**src/rtl/uart_axil_fifo_bridge_if.sv**
```systemverilog
// AXI4-Lite (32-bit) bus between the UART FIFO bridge (master) and an AXI UART Lite (slave).
interface uart_axil_fifo_bridge_if;
  logic [31:0] awaddr;
  logic [2:0]  awprot;
  logic        awvalid;
  logic        awready;
  logic [31:0] wdata;
  logic [3:0]  wstrb;
  logic        wvalid;
  logic        wready;
  logic [1:0]  bresp;
  logic        bvalid;
  logic        bready;
  logic [31:0] araddr;
  logic [2:0]  arprot;
  logic        arvalid;
  logic        arready;
  logic [31:0] rdata;
  logic [1:0]  rresp;
  logic        rvalid;
  logic        rready;

  modport master (
    output awaddr, awprot, awvalid, input awready,
    output wdata, wstrb, wvalid, input wready,
    input bresp, bvalid, output bready,
    output araddr, arprot, arvalid, input arready,
    input rdata, rresp, rvalid, output rready
  );

  modport slave (
    input awaddr, awprot, awvalid, output awready,
    input wdata, wstrb, wvalid, output wready,
    output bresp, bvalid, input bready,
    input araddr, arprot, arvalid, output arready,
    output rdata, rresp, rvalid, input rready
  );
endinterface

```
**src/rtl/uart_axil_fifo_bridge.sv**
```systemverilog
// AXI4-Lite master bridging decoupled core TX/RX byte FIFOs to an AXI UART Lite.
// Optional macro UART_ERR_STICKY_EN adds sticky parity/frame/overrun flags (err_flags/err_clr).
module uart_axil_fifo_bridge #(
  parameter logic [31:0] BASE_ADDR = 32'h0000_0000,
  parameter int          RXQ_AW    = 4,
  parameter int          TXQ_AW    = 4
) (
  input  logic                 CLK,
  input  logic                 RSTN,
  input  logic [7:0]           tx_data,
  input  logic                 tx_push,
  output logic                 tx_ready,
  output logic [7:0]           rx_data,
  output logic                 rx_valid,
  input  logic                 rx_pop,
  output logic [TXQ_AW:0]      tx_count,
  output logic [RXQ_AW:0]      rx_count,
  output logic                 bus_err,
`ifdef UART_ERR_STICKY_EN
  output logic [2:0]           err_flags,
  input  logic                 err_clr,
`endif
  uart_axil_fifo_bridge_if.master m_axi
);

  typedef enum logic [2:0] {IDLE, ST_AR, ST_R, RX_AR, RX_R, TX_AW, TX_B} state_t;

  localparam logic [TXQ_AW:0] TX_ONE  = 1;
  localparam logic [RXQ_AW:0] RX_ONE  = 1;
  localparam logic [TXQ_AW:0] TX_FULL = {1'b1, {TXQ_AW{1'b0}}};
  localparam logic [RXQ_AW:0] RX_FULL = {1'b1, {RXQ_AW{1'b0}}};

  state_t          state_q, state_d;
  logic            rr_q, rr_d;
  logic            aw_done_q, aw_done_d;
  logic            w_done_q, w_done_d;
  logic            bus_err_q, bus_err_d;
  logic [TXQ_AW:0] tx_wr_q, tx_rd_q;
  logic [RXQ_AW:0] rx_wr_q, rx_rd_q;
  logic [7:0]      tx_mem [0:(1<<TXQ_AW)-1];
  logic [7:0]      rx_mem [0:(1<<RXQ_AW)-1];

  logic tx_full, tx_empty, rx_full, rx_empty;
  logic tx_push_ok, tx_pop_ok, rx_push_ok, rx_pop_ok;
  logic rx_ok, tx_ok, aw_fire, w_fire;
  logic arvalid, rready, awvalid, wvalid, bready;
  logic [7:0] tx_head;

  // Pointers carry an extra wrap bit: full when only the MSB differs.
  assign tx_full   = (tx_wr_q ^ tx_rd_q) == TX_FULL;
  assign tx_empty  = tx_wr_q == tx_rd_q;
  assign rx_full   = (rx_wr_q ^ rx_rd_q) == RX_FULL;
  assign rx_empty  = rx_wr_q == rx_rd_q;
  assign tx_push_ok = tx_push && !tx_full;
  assign rx_pop_ok  = rx_pop && !rx_empty;
  assign tx_head    = tx_mem[tx_rd_q[TXQ_AW-1:0]];

  assign tx_ready = !tx_full;
  assign rx_valid = !rx_empty;
  assign rx_data  = rx_empty ? 8'h00 : rx_mem[rx_rd_q[RXQ_AW-1:0]];
  assign tx_count = tx_wr_q - tx_rd_q;
  assign rx_count = rx_wr_q - rx_rd_q;
  assign bus_err  = bus_err_q;

  assign rx_ok = m_axi.rdata[0] && !rx_full;
  assign tx_ok = !m_axi.rdata[3] && !tx_empty;

  always_ff @(posedge CLK) begin
    if (tx_push_ok) tx_mem[tx_wr_q[TXQ_AW-1:0]] <= tx_data;
    if (rx_push_ok) rx_mem[rx_wr_q[RXQ_AW-1:0]] <= m_axi.rdata[7:0];
  end

  always_ff @(posedge CLK or negedge RSTN) begin
    if (!RSTN) begin
      state_q   <= IDLE;
      rr_q      <= 1'b0;
      aw_done_q <= 1'b0;
      w_done_q  <= 1'b0;
      bus_err_q <= 1'b0;
      tx_wr_q   <= '0;
      tx_rd_q   <= '0;
      rx_wr_q   <= '0;
      rx_rd_q   <= '0;
    end else begin
      state_q   <= state_d;
      rr_q      <= rr_d;
      aw_done_q <= aw_done_d;
      w_done_q  <= w_done_d;
      bus_err_q <= bus_err_d;
      if (tx_push_ok) tx_wr_q <= tx_wr_q + TX_ONE;
      if (tx_pop_ok)  tx_rd_q <= tx_rd_q + TX_ONE;
      if (rx_push_ok) rx_wr_q <= rx_wr_q + RX_ONE;
      if (rx_pop_ok)  rx_rd_q <= rx_rd_q + RX_ONE;
    end
  end

  always_comb begin
    state_d    = state_q;
    rr_d       = rr_q;
    aw_done_d  = aw_done_q;
    w_done_d   = w_done_q;
    bus_err_d  = 1'b0;
    tx_pop_ok  = 1'b0;
    rx_push_ok = 1'b0;
    arvalid    = 1'b0;
    rready     = 1'b0;
    awvalid    = 1'b0;
    wvalid     = 1'b0;
    bready     = 1'b0;
    aw_fire    = 1'b0;
    w_fire     = 1'b0;
    case (state_q)
      IDLE: begin
        if (!tx_empty || !rx_full) state_d = ST_AR;
      end
      ST_AR: begin
        arvalid = 1'b1;
        if (m_axi.arready) state_d = ST_R;
      end
      ST_R: begin
        rready = 1'b1;
        if (m_axi.rvalid) begin
          if (m_axi.rresp != 2'b00) begin
            bus_err_d = 1'b1;
            state_d   = IDLE;
          end else if (rx_ok && tx_ok) begin
            state_d = rr_q ? TX_AW : RX_AR;
          end else if (rx_ok) begin
            state_d = RX_AR;
          end else if (tx_ok) begin
            state_d = TX_AW;
          end else begin
            state_d = IDLE;
          end
        end
      end
      RX_AR: begin
        arvalid = 1'b1;
        if (m_axi.arready) state_d = RX_R;
      end
      RX_R: begin
        rready = 1'b1;
        if (m_axi.rvalid) begin
          if (m_axi.rresp == 2'b00) begin
            rx_push_ok = 1'b1;
            rr_d       = 1'b1;
          end else begin
            bus_err_d = 1'b1;
          end
          state_d = IDLE;
        end
      end
      TX_AW: begin
        // Address and data channels complete independently, in either order.
        awvalid   = !aw_done_q;
        wvalid    = !w_done_q;
        aw_fire   = awvalid && m_axi.awready;
        w_fire    = wvalid && m_axi.wready;
        aw_done_d = aw_done_q || aw_fire;
        w_done_d  = w_done_q || w_fire;
        if (aw_done_d && w_done_d) begin
          aw_done_d = 1'b0;
          w_done_d  = 1'b0;
          state_d   = TX_B;
        end
      end
      TX_B: begin
        bready = 1'b1;
        if (m_axi.bvalid) begin
          if (m_axi.bresp == 2'b00) begin
            tx_pop_ok = 1'b1;
            rr_d      = 1'b0;
          end else begin
            bus_err_d = 1'b1;
          end
          state_d = IDLE;
        end
      end
      default: state_d = IDLE;
    endcase
  end

  assign m_axi.araddr  = (state_q == RX_AR) ? BASE_ADDR : BASE_ADDR + 32'd8;
  assign m_axi.arprot  = 3'b000;
  assign m_axi.arvalid = arvalid;
  assign m_axi.rready  = rready;
  assign m_axi.awaddr  = BASE_ADDR + 32'd4;
  assign m_axi.awprot  = 3'b000;
  assign m_axi.awvalid = awvalid;
  assign m_axi.wdata   = {24'h000000, tx_head};
  assign m_axi.wstrb   = 4'b1111;
  assign m_axi.wvalid  = wvalid;
  assign m_axi.bready  = bready;

`ifdef UART_ERR_STICKY_EN
  logic [2:0] err_flags_q, err_flags_d;

  // A status capture in the same cycle as err_clr survives the clear.
  always_comb begin
    err_flags_d = err_clr ? 3'b000 : err_flags_q;
    if (state_q == ST_R && m_axi.rvalid && m_axi.rresp == 2'b00)
      err_flags_d = err_flags_d | m_axi.rdata[7:5];
  end

  always_ff @(posedge CLK or negedge RSTN) begin
    if (!RSTN) err_flags_q <= 3'b000;
    else       err_flags_q <= err_flags_d;
  end

  assign err_flags = err_flags_q;
`endif

  logic unused_rdata;
  assign unused_rdata = ^m_axi.rdata[31:8];

endmodule

```
**src/flat_wrapper.sv**
```systemverilog
// flat-port wrapper written by rule: the top's interface ports become plain ports
module uart_axil_fifo_bridge_flat 
#(
  parameter logic [31:0] BASE_ADDR = 32'h0000_0000,
  parameter int          RXQ_AW    = 4,
  parameter int          TXQ_AW    = 4
)
  (CLK, RSTN, tx_data, tx_push, tx_ready, rx_data, rx_valid, rx_pop, tx_count, rx_count, bus_err, m_axi_awaddr, m_axi_awprot, m_axi_awvalid, m_axi_awready, m_axi_wdata, m_axi_wstrb, m_axi_wvalid, m_axi_wready, m_axi_bresp, m_axi_bvalid, m_axi_bready, m_axi_araddr, m_axi_arprot, m_axi_arvalid, m_axi_arready, m_axi_rdata, m_axi_rresp, m_axi_rvalid, m_axi_rready);
  uart_axil_fifo_bridge_if m_axi_i ();
  input  logic CLK;
  input  logic RSTN;
  input  logic [7:0] tx_data;
  input  logic tx_push;
  output logic tx_ready;
  output logic [7:0] rx_data;
  output logic rx_valid;
  input  logic rx_pop;
  output logic [TXQ_AW:0] tx_count;
  output logic [RXQ_AW:0] rx_count;
  output logic bus_err;
  output wire logic [$bits(m_axi_i.awaddr)-1:0] m_axi_awaddr;
  output wire logic [$bits(m_axi_i.awprot)-1:0] m_axi_awprot;
  output wire logic [$bits(m_axi_i.awvalid)-1:0] m_axi_awvalid;
  input wire logic [$bits(m_axi_i.awready)-1:0] m_axi_awready;
  output wire logic [$bits(m_axi_i.wdata)-1:0] m_axi_wdata;
  output wire logic [$bits(m_axi_i.wstrb)-1:0] m_axi_wstrb;
  output wire logic [$bits(m_axi_i.wvalid)-1:0] m_axi_wvalid;
  input wire logic [$bits(m_axi_i.wready)-1:0] m_axi_wready;
  input wire logic [$bits(m_axi_i.bresp)-1:0] m_axi_bresp;
  input wire logic [$bits(m_axi_i.bvalid)-1:0] m_axi_bvalid;
  output wire logic [$bits(m_axi_i.bready)-1:0] m_axi_bready;
  output wire logic [$bits(m_axi_i.araddr)-1:0] m_axi_araddr;
  output wire logic [$bits(m_axi_i.arprot)-1:0] m_axi_arprot;
  output wire logic [$bits(m_axi_i.arvalid)-1:0] m_axi_arvalid;
  input wire logic [$bits(m_axi_i.arready)-1:0] m_axi_arready;
  input wire logic [$bits(m_axi_i.rdata)-1:0] m_axi_rdata;
  input wire logic [$bits(m_axi_i.rresp)-1:0] m_axi_rresp;
  input wire logic [$bits(m_axi_i.rvalid)-1:0] m_axi_rvalid;
  output wire logic [$bits(m_axi_i.rready)-1:0] m_axi_rready;
  assign m_axi_awaddr = m_axi_i.awaddr;
  assign m_axi_awprot = m_axi_i.awprot;
  assign m_axi_awvalid = m_axi_i.awvalid;
  assign m_axi_i.awready = m_axi_awready;
  assign m_axi_wdata = m_axi_i.wdata;
  assign m_axi_wstrb = m_axi_i.wstrb;
  assign m_axi_wvalid = m_axi_i.wvalid;
  assign m_axi_i.wready = m_axi_wready;
  assign m_axi_i.bresp = m_axi_bresp;
  assign m_axi_i.bvalid = m_axi_bvalid;
  assign m_axi_bready = m_axi_i.bready;
  assign m_axi_araddr = m_axi_i.araddr;
  assign m_axi_arprot = m_axi_i.arprot;
  assign m_axi_arvalid = m_axi_i.arvalid;
  assign m_axi_i.arready = m_axi_arready;
  assign m_axi_i.rdata = m_axi_rdata;
  assign m_axi_i.rresp = m_axi_rresp;
  assign m_axi_i.rvalid = m_axi_rvalid;
  assign m_axi_rready = m_axi_i.rready;
  uart_axil_fifo_bridge #(.BASE_ADDR(BASE_ADDR), .RXQ_AW(RXQ_AW), .TXQ_AW(TXQ_AW)) u_core (.CLK(CLK), .RSTN(RSTN), .tx_data(tx_data), .tx_push(tx_push), .tx_ready(tx_ready), .rx_data(rx_data), .rx_valid(rx_valid), .rx_pop(rx_pop), .tx_count(tx_count), .rx_count(rx_count), .bus_err(bus_err), .m_axi(m_axi_i));
endmodule
```
**config.mk**
```make
export PLATFORM = sky130hd
export DESIGN_NAME = uart_axil_fifo_bridge_flat
export DESIGN_NICKNAME = d
export VERILOG_FILES = /design/src/rtl/uart_axil_fifo_bridge_if.sv /design/src/rtl/uart_axil_fifo_bridge.sv /design/src/flat_wrapper.sv
export SDC_FILE = /design/constraint.sdc
export NUM_CORES = 1
export LEC_CHECK = 0
export BUFFER_PORTS_ARGS = -buffer_cell sky130_fd_sc_hd__buf_2
export CAP_MARGIN = 15
export CORE_AREA = 2 2 151 153
export CTS_CLUSTER_DIAMETER = 60
export CTS_CLUSTER_SIZE = 10
export DETAILED_ROUTE_END_ITERATION = 10
export DIE_AREA = 0 0 153 155
export MAX_ROUTING_LAYER = met4
export PLACE_DENSITY_LB_ADDON = 0.15
export SLEW_MARGIN = 20
export SYNTH_ARGS = -nofsm -noshare
export SYNTH_HDL_FRONTEND = slang
export SYNTH_SLANG_ARGS = --single-unit
```
**constraint.sdc**
```tcl
create_clock -name CLK -period 3 [get_ports CLK]
set_input_delay 0.45 -clock CLK [delete_from_list [all_inputs] [get_ports CLK]]
set_output_delay 0.45 -clock CLK [all_outputs]
set_load 0.02 [all_outputs]
```
==> impl_metrics.toml, run 1 <==
[status]
status = "complete, no violations"

[worst_setup_path]
end_kind = "output pin"
regToRegSetupSlack_ns = 0.49
startpoint_type = "flip-flop"
required_ns = 2.55
crit_type = "reg2out"
cp.arrival_ns = 2.39
cp_max_fo = 4

[drt]
via_count = 6241
antenna_left = 0
wirelength_microns = 23800
via_per_inst = 5.42
first_pass_iters = 5
wl_per_cell_microns = 20.7
drtIter0Drc = 439
drc = 0

[power_and_ir_drop]
clockPowerShare_pct = 27.1
seq_power_share_pct = 38.6
netSwitchingFraction_pct = 33.3
p_leak_nw = 5.05
vdd_drop_max_v = 0.000728
p_sw_mw = 4.23
power_density_nw_per_um2 = 920
p_int_mw = 8.48
combPwrFrac_pct = 34.3

[finish]
syn_to_final_growth_pct = 10.8
most-common-layout-cells = "edfxtp_1 (256), conb_1 (97), buf_2 (63), mux4_2 (61), nand2_1 (53)"
finish.utilization_pct = 62.2
fin_nets = 933
final_common_cell = "edfxtp_1"
drive_above_1_share_pct = 24.4
instances_no_fill = 1151
insertedDiodeCount = 0

[die]
pin_count = 185
core_sq_um = 22200
die_y_microns = 155
start_util_pct = 56.1
dieArea_sq_um = 23700
rows = 55
die_w_microns = 153

[timing]
drv_slew = 0
slew_headroom_pct = 57.1
fin_ws_ns = 0.159
fin_crit_sh_pct = 94.7
period_needed_ns = 2.84
finalSetupViolations = 0
tightestPinTransition_ns = 0.644
max_freq_mhz = 352
hold_violations = 0
whs_ns = 0.250
setup_tns_ns = 0
skew_ns = 0.0259
rsz0062_at_grt = "false"

[worst_hold_path]
hp-class = "in2reg"

[cts]
cts_buffers = 34
cts_sinks = 283
path_clk_slew_ns = 0.06
cts_max_path_buffers = 3
cts_tree = "built"
htree_levels = 2
cts-root-buf = "clkbuf_16"
clk_latency_ns = 0.51

[logic_synthesis]
ys_dominant_reg_cell = "edfxtp_1"
synth_edf_count = 256
ys_seq_area_share_pct = 67.0
ys_types = 46
ys_ff_latch = 283
synth_area_per_cell_sq_um = 16.6
async_reset_ff_share_pct = 9.54
synthTopCellsByArea = "edfxtp_1 (62%), mux4_2 (11%), buf_4 (6.0%)"
synthCells = 751
synth.yosys.warnings = 0
netlist.area_leader.share_pct = 61.6
synthesis.area_sq_um = 12500
synth_area_leader_cell = "edfxtp_1"

[global_route]
antenna_found_initial = 0
grt_overflow = 0
track_usage_pct = 20.9
grt_pass1_vias = 6441
grt_max_degree = 36
grt_pass1_wl_microns = 36400

[placement]
dpl.cell_count = 1106
dp_hpwl_microns = 15300
place_ws_ns = 0.533
gp_congestion = 0.877
io_buffers = 63

[run]
cap_violations = 0
-- metrics by stage --
stage          power [mW]  area (sq um)
2_1_floorplan        8.23         12800
3_3_place_gp         9.23         12900
3_5_place_dp         9.35         12900
4_1_cts              12.8         13800
5_1_grt              13.3         13800
6_report             12.7         13800
-- timing repair --
item / in CTS / in global routing
buffers inserted: 0 / 2
resized for setup: 0 / 4
hold buffers: 1 / 0
endpoints found under the setup margin: 0 / 12
endpoints found under the hold margin: 27 / 0
-- routing by layer --
metal	track usage, %	vias to the layer above	share of wire, %
met5	-	-	0
met4	6.22	0	2.2
met3	3.51	38	4.5
met2	37.2	160	55
met1	24.8	3173	39
li1	-	2870	-
-- cells by family after synthesis --
family                   count (synthesis)  synth area share, %
AO/OA/AOI/OAI                           53                 2.69
XOR/XNOR                                25                 1.82
adder cells (fa/ha/maj)                 20                 2.13
buffers and inverters                  151                 8.25
flip-flops                             283                 67.0
multiplexers                            81                 13.0
other                                    2               0.0602
AND/OR/NAND/NOR                        136                 5.01
-- power groups by stage --
stage               Clock [mW]  Sequential (mW)  Combinational (mW)
finish                    3.45             4.90                4.36
global route              3.70             4.94                4.70
CTS                       3.55             4.91                4.38
detailed placement           0             4.99                4.36
global placement             0             4.97                4.27
floorplan                    0             4.85                3.38
-- worst paths after layout --
kind                              startpoint              endpoint  cells after the start
min in group asynchronous               RSTN     u_core.rx_rd_q[3]                      2
hold / removal                 m_axi_awready       u_core.w_done_q                      4
max in group asynchronous               RSTN     u_core.rx_wr_q[2]                      2
setup / recovery           u_core.tx_wr_q[0]           tx_count[4]                      8
setup reg to reg           u_core.tx_rd_q[2]  u_core.tx_mem[15][6]                      6
hold reg to reg            u_core.rx_wr_q[4]     u_core.rx_wr_q[4]                      1
-- critical path: stages, from the launching register on --
cell     delay, ns
dfrtp_1       0.40
inv_1         0.12
ha_1          0.23
fa_1          0.48
inv_1         0.09
a21o_1        0.12
a21oi_1       0.08
xnor2_1       0.19
buf_2         0.20
-- cell usage after synthesis (10+ instances only) --
cell type,n
a21oi_1,10
buf_2,13
buf_4,100
dfrtp_1,27
edfxtp_1,256
ha_1,18
inv_1,22
mux2i_1,17
mux4_2,61
nand2_1,55
nand4_1,10
nor2_1,34
nor3_1,10
o22ai_1,11
xnor2_1,22
-- sequential cells by signal (all words and copies together) (netlist names), 3 cells and up --
signal / cells
u_core.tx_mem: 128
u_core.tx_rd_q: 5
u_core.rx_rd_q: 5
u_core.rx_wr_q: 5
u_core.rx_mem: 128
u_core.tx_wr_q: 5
u_core.state_q: 3
-- layout make-up --
| class | instances | area [sq um] |
|---|---|---|
| repair buffers | 104 | 651 |
| well taps | 285 | 357 |
| clock inverters | 4 | 42.5 |
| flip-flops and latches | 283 | 8370 |
| fillers | 1612 | 8410 |
| clock buffers | 38 | 866 |
| inverters | 25 | 93.8 |
| multi-input cells | 412 | 3440 |
Power figures use the tool's default switching activity.
==> run 2, diff against run 1 <==
--- a/config.mk
+++ b/config.mk
@@ -5,13 +5,16 @@
 export SDC_FILE = /design/constraint.sdc
 export NUM_CORES = 1
 export LEC_CHECK = 0
+export ABC_AREA = 1
 export BUFFER_PORTS_ARGS = -buffer_cell sky130_fd_sc_hd__buf_2
 export CAP_MARGIN = 15
-export CORE_AREA = 2 2 151 153
+export CELL_PAD_IN_SITES_DETAIL_PLACEMENT = 1
+export CELL_PAD_IN_SITES_GLOBAL_PLACEMENT = 1
+export CORE_AREA = 2 2 172 174
 export CTS_CLUSTER_DIAMETER = 60
 export CTS_CLUSTER_SIZE = 10
 export DETAILED_ROUTE_END_ITERATION = 10
-export DIE_AREA = 0 0 153 155
+export DIE_AREA = 0 0 174 176
 export MAX_ROUTING_LAYER = met4
 export PLACE_DENSITY_LB_ADDON = 0.15
 export SLEW_MARGIN = 20
==> run 2 against run 1 <==
Power grew 10%. Critical path type unchanged. Clock power increased by 3%. Die area up 29%. Combinational power increased by 27%. Worst hold slack lost 0.032 ns. First-iteration DRC count is 24% higher. Via count is 37% higher. Sequential power about the same.
==> impl_metrics.toml, run 2 <==
[logic_synthesis]
ys_dominant_reg_cell = "edfxtp_1"
synthTopCellsByArea = "edfxtp_1 (60%), nand2_1 (7.7%), buf_4 (5.9%)"
synth_most_common_cell = "nand2_1"
synthesis.area_sq_um = 12800
synth_area_leader_cell = "edfxtp_1"
ys_ff_latch = 283
synth_area_per_cell_sq_um = 10.9
synth_common_cells = "nand2_1 (265), edfxtp_1 (256), nor2_1 (128)"
synth.yosys.warnings = 0
synth_simple_gate_area_share_pct = 16.8
post_synth_fa_ha_maj_area_fraction_pct = 2.06
synth_top_family_by_area = "simple AND/OR/NAND/NOR gates"
synth-compound-area-share_pct = 5.20
synth_edf_count = 256
ys_seq_area_share_pct = 65.1
ys_types = 30
synthCells = 1177
async_reset_ff_share_pct = 9.54
netlist.area_leader.share_pct = 59.8
synthXorXnorAreaFrac_pct = 1.56
muxShareOfSynthArea_pct = 0

[worst_setup_path]
end_kind = "output pin"
cp_max_fo = 22
startpoint_type = "flip-flop"
cp.arrival_ns = 2.44
cpMostUsedCell = "nand2_1"
crit_slowest_cell = "dfrtp_2"
crit_type = "reg2out"
cp_cell_sequence = "inv_4 -> buf_4 -> nand2_1 -> nand3_1 -> nand3_1 -> nand2_1 -> nand2_1 -> a21oi_1 -> buf_2"
slowest_delay_ns = 0.47
required_ns = 2.55

[power_and_ir_drop]
power_density_nw_per_um2 = 973
vdd_drop_max_v = 0.000549
p_leak_nw = 5.73
finalPower_mw = 14.0

[placement]
place_ws_ns = 0.513
io_buffers = 63
dpl.cell_count = 1623
gp_congestion = 0.770
dp_hpwl_microns = 20000
dpl-instance-area_sq_um = 13400

[cts]
htree_levels = 2
path_clk_slew_ns = 0.06
cts_tree = "built"
postCtsSetupRepairBufs = 0
cts_max_path_buffers = 3
cts_buffers = 34
clk_latency_ns = 0.50
cts_sinks = 283
cts-root-buf = "clkbuf_16"

[timing]
whs_ns = 0.218
slew_headroom_pct = 49.4
skew_ns = 0.00921
finalSetupViolations = 0
fin_crit_sh_pct = 96.5
fin_ws_ns = 0.106
rsz0062_at_grt = "true"
hold_violations = 0
period_needed_ns = 2.89
max_freq_mhz = 345
drv_slew = 0
setup_tns_ns = 0
tightestPinTransition_ns = 0.756

[drt]
via_count = 8528
antenna_left = 0
wl_per_cell_microns = 18.4
drtIter0Drc = 545
drc = 0
wirelength_microns = 30700
via_per_inst = 5.11
first_pass_iters = 4

[die]
start_util_pct = 45.0
die_w_microns = 174
pin_count = 185
die_y_microns = 176
dieArea_sq_um = 30600
core_sq_um = 28500
rows = 62

[finish]
fin_nets = 1349
final_area_sq_um = 14400
syn_to_final_growth_pct = 12.0
final_common_cell = "nand2_1"
drive_above_1_share_pct = 12.8
instances_no_fill = 1668
most-common-layout-cells = "nand2_1 (265), edfxtp_1 (256), nor2_1 (128), nand3_1 (122), conb_1 (97)"
finish.utilization_pct = 50.4
insertedDiodeCount = 0

[status]
status = "complete, no violations"

[run]
cap_violations = 0

[global_route]
grt_pass1_vias = 8818
grt_max_degree = 52
grt_overflow = 0
antenna_found_initial = 0
track_usage_pct = 20.8
grt_pass1_wl_microns = 48400

[worst_hold_path]
hp-class = "in2reg"
[run 2: cell types whose count changed after synthesis, sizes merged, moves of 10 or more]
cell | previous run | this run
nand2 | 55 | 267
nand3 | 1 | 122
nor2 | 34 | 130
o21ai | 9 | 75
mux4 | 64 | 0
inv | 23 | 57
xnor2 | 23 | 2
xor2 | 2 | 20
mux2i | 17 | 0
o211ai | 0 | 16
buf | 120 | 130
[run 2: worst paths after layout]
path	from	endpoint	slack (ns)	depth (start not counted)
hold reg to reg	u_core.tx_wr_q[4]	u_core.tx_wr_q[4]	0.49	1
setup / recovery	u_core.rx_rd_q[0]	rx_data[1]	0.11	9
min in group asynchronous	RSTN	u_core.tx_wr_q[1]	0.51	2
hold / removal	rx_pop	u_core.rx_rd_q[4]	0.22	3
setup reg to reg	u_core.tx_rd_q[1]	u_core.tx_mem[11][6]	0.70	11
max in group asynchronous	RSTN	u_core.tx_rd_q[0]	2.00	2
[run 2: critical path: cells and delay by family, from the launching register on]
kind / cells / cell delay [ns]
flops: 1 / 0.47
simple gates: 5 / 0.43
compound gates: 1 / 0.25
buf+inv: 3 / 0.78
[run 2: area by class of cell]
cell class	instances	area, sq um
clock buffer	40	883
fill	3163	14200
tap	384	480
inverter	60	233
clock inverter	4	38.8
multi-input combinational	784	3660
timing repair buffer	113	722
sequential	283	8370
[run 2: logic make-up after synthesis]
family                   Yosys count
adder cells (fa/ha/maj)           20
XOR/XNOR                          22
AND/OR/NAND/NOR                  524
AO/OA/AOI/OAI                    121
flip-flops                       283
other                              2
buffers and inverters            205
[run 2: what timing repair did]
item,4_1_cts,5_1_grt
cloned,0,0
hold endpoints to repair,7,0
hold buffers,1,0
gates resized for setup,3,4
endpoints found under the setup margin,8,13
[run 2: metal layers]
metal | up-vias | part of all wire, % | routed length (microns) | GRT usage (%)
met5 | - | 0 | 0 | -
met4 | 0 | 1.7 | 524 | 4.97
met3 | 44 | 4.5 | 1390 | 2.71
met2 | 220 | 47 | 14400 | 33.5
met1 | 4260 | 47 | 14300 | 28.4
li1 | 4004 | - | - | -
[run 2: power by group]
| part | switching, mW | internal [mW] |
|---|---|---|
| Sequential | 0.251 | 4.64 |
| Clock | 1.49 | 2.07 |
| Combinational | 3.84 | 1.70 |
| Total | 5.58 | 8.42 |
==> run 3, diff against run 2 <==
--- a/config.mk
+++ b/config.mk
@@ -6,17 +6,16 @@
 export NUM_CORES = 1
 export LEC_CHECK = 0
 export ABC_AREA = 1
-export BUFFER_PORTS_ARGS = -buffer_cell sky130_fd_sc_hd__buf_2
 export CAP_MARGIN = 15
-export CELL_PAD_IN_SITES_DETAIL_PLACEMENT = 1
-export CELL_PAD_IN_SITES_GLOBAL_PLACEMENT = 1
-export CORE_AREA = 2 2 172 174
+export CORE_AREA = 2 2 147 149
 export CTS_CLUSTER_DIAMETER = 60
 export CTS_CLUSTER_SIZE = 10
 export DETAILED_ROUTE_END_ITERATION = 10
-export DIE_AREA = 0 0 174 176
+export DIE_AREA = 0 0 149 151
+export DONT_BUFFER_PORTS = 1
 export MAX_ROUTING_LAYER = met4
 export PLACE_DENSITY_LB_ADDON = 0.15
+export SETUP_SLACK_MARGIN = 0.2
 export SLEW_MARGIN = 20
 export SYNTH_ARGS = -nofsm -noshare
 export SYNTH_HDL_FRONTEND = slang
==> run 3 against run 2 <==
Register-to-register slack barely moved. Setup slack improved by 0.17 ns. Critical path depth fell by 4. Combinational power fell by 2%. Critical path type unchanged. Utilization rose by 17 points. Via count fell by 3.5%. First-iteration DRC count rose by 37%. Global-route usage rose by 3.5 points.
==> impl_metrics.toml, run 3 (synthesized netlist as in run 2, its figures left out) <==
[status]
status = "complete, no violations"

[cts]
cts-root-buf = "clkbuf_16"
cts_buffers = 34
cts_tree = "built"
htree_levels = 2
clk_latency_ns = 0.50
cts_max_path_buffers = 3
cts_sinks = 283
path_clk_slew_ns = 0.05

[die]
dieArea_sq_um = 22500
pin_count = 185
start_util_pct = 61.7
die_y_microns = 151
core_sq_um = 20800
die_w_microns = 149
rows = 53

[timing]
setup_tns_ns = 0
period_needed_ns = 2.72
hold_violations = 0
finalSetupViolations = 0
slew_headroom_pct = 41.4
rsz0062_at_grt = "true"
drv_slew = 0
max_freq_mhz = 367
tightestPinTransition_ns = 0.875
skew_ns = 0.0129
fin_crit_sh_pct = 90.7

[power_and_ir_drop]
finalPower_mw = 13.9
p_leak_nw = 5.54
power_density_nw_per_um2 = 981
vdd_drop_max_v = 0.000917

[worst_setup_path]
cp_max_fo = 8
required_ns = 2.55
reg2reg_from = "u_core.state_q[1]"
reg2regPathDepth = 5
cp_cell_sequence = "ha_1 -> fa_1 -> o21ai_1 -> xor2_1 -> buf_4"
critPathTopFamily = "adder cells"
cp.arrival_ns = 2.27
crit_type = "reg2out"
r2r-end = "u_core.rx_mem[8][2]"
slowest_delay_ns = 0.54
crit_slowest_cell = "dfrtp_4"
path_buf_inv = 1
startpoint_type = "flip-flop"
regToRegSetupSlack_ns = 0.70
end_kind = "output pin"

[global_route]
grt_max_degree = 67
grt_overflow = 0
grt_pass1_wl_microns = 40800
track_usage_pct = 24.3
grt_pass1_vias = 7690
antenna_found_initial = 0

[finish]
register_area_sq_um = 8370
most-common-layout-cells = "nand2_1 (265), edfxtp_1 (256), nor2_1 (128), nand3_1 (122), conb_1 (97)"
final_common_cell = "nand2_1"
multi_input_area_sq_um = 3710
insertedDiodeCount = 0
fillers = 1529
syn_to_final_growth_pct = 9.96
fin_nets = 1299
drive_above_1_share_pct = 9.79

[placement]
gp_congestion = 0.828
io_buffers = 0
dp_hpwl_microns = 16900

[drt]
antenna_left = 0
via_count = 8231
wirelength_microns = 26100
via_per_inst = 5.45
first_pass_iters = 5
wl_per_cell_microns = 17.3
drc = 0
drtIter0Drc = 748

[run]
cap_violations = 0

[worst_hold_path]
min_from = "tx_data[6]"
hp-class = "in2reg"
holdPathStages = 0
worstHoldEndpoint = "u_core.tx_mem[10][6]"
==> run 3: changes by cell type in the layout (fill, tap and decap cells not counted), sizes merged <==
| cell | previous run | this run |
|---|---|---|
| buf | 112 | 62 |
| clkbuf | 40 | 44 |
| clkinvlp | 0 | 1 |
| inv | 59 | 58 |
| clkinv | 5 | 3 |
==> run 3: layout make-up <==
cell class | count | area share (%)
Multi-Input combinational cell | 784 | 26.3
Inverter | 60 | 1.64
Timing Repair Buffer | 63 | 3.86
Clock inverter | 2 | 0.124
Sequential cell | 283 | 59.2
Clock buffer | 44 | 6.44
Tap cell | 275 | 2.44
==> run 3: worst register-to-register path: stages (launching register included) <==
cell and delay (ns):
dfrtp_1 0.45, nor2_2 0.14, nand2_2 0.08, nor3_4 0.33
nand2_1 0.22, nor2_1 0.70
==> run 3: worst max path at each step <==
stage                      start             endpoint  slack (ns)  cells past startpoint
2_1_floorplan  u_core.tx_rd_q[2]  u_core.tx_mem[3][0]        0.39                     11
3_3_place_gp   u_core.rx_rd_q[3]           rx_data[3]        0.47                      9
3_5_place_dp   u_core.rx_rd_q[3]           rx_data[3]        0.46                      9
4_1_cts        u_core.rx_wr_q[0]           rx_data[3]        0.17                      9
5_1_grt        u_core.rx_rd_q[0]           rx_data[1]        0.18                      8
6_report       u_core.tx_rd_q[0]          tx_count[4]        0.28                      5
==> run 3: per-layer routing <==
metal | global-route usage (%) | routed length, microns | vias up
li1 | - | - | 3911
met1 | 34.6 | 11400 | 3903
met2 | 37.1 | 12100 | 377
met3 | 4.04 | 2190 | 40
met4 | 6.48 | 460 | 0
met5 | - | 0 | -
==> run 3: metrics by stage <==
stage | hold WS (ns) | instances | area [sq um] | util [%] | setup WS (ns)
finish | 0.0465 | 1511 | 14100 | 67.8 | 0.278
global route | 0.0274 | 1511 | 14100 | 67.8 | 0.184
CTS | 0.0317 | 1509 | 14100 | 67.6 | 0.172
detailed placement | 0.155 | 1460 | 13100 | 62.8 | 0.464
global placement | 0.155 | 1460 | 13100 | 62.8 | 0.471
floorplan | 0.154 | 1272 | 13200 | - | 0.385
==> run 3: repair_timing <==
action / 4_1_cts / 5_1_grt
hold endpoints to repair: 27 / 0
buffers inserted: 1 / 2
resized for setup: 11 / 5
pin swaps: 0 / 0
setup endpoints to repair: 15 / 10
hold buffers: 2 / 0
==> run 3: where the power goes <==
| part | total (mW) | switching [mW] | internal [mW] |
|---|---|---|---|
| registers | 4.88 | 0.232 | 4.65 |
| logic | 5.46 | 3.69 | 1.77 |
| clock network | 3.53 | 1.42 | 2.10 |
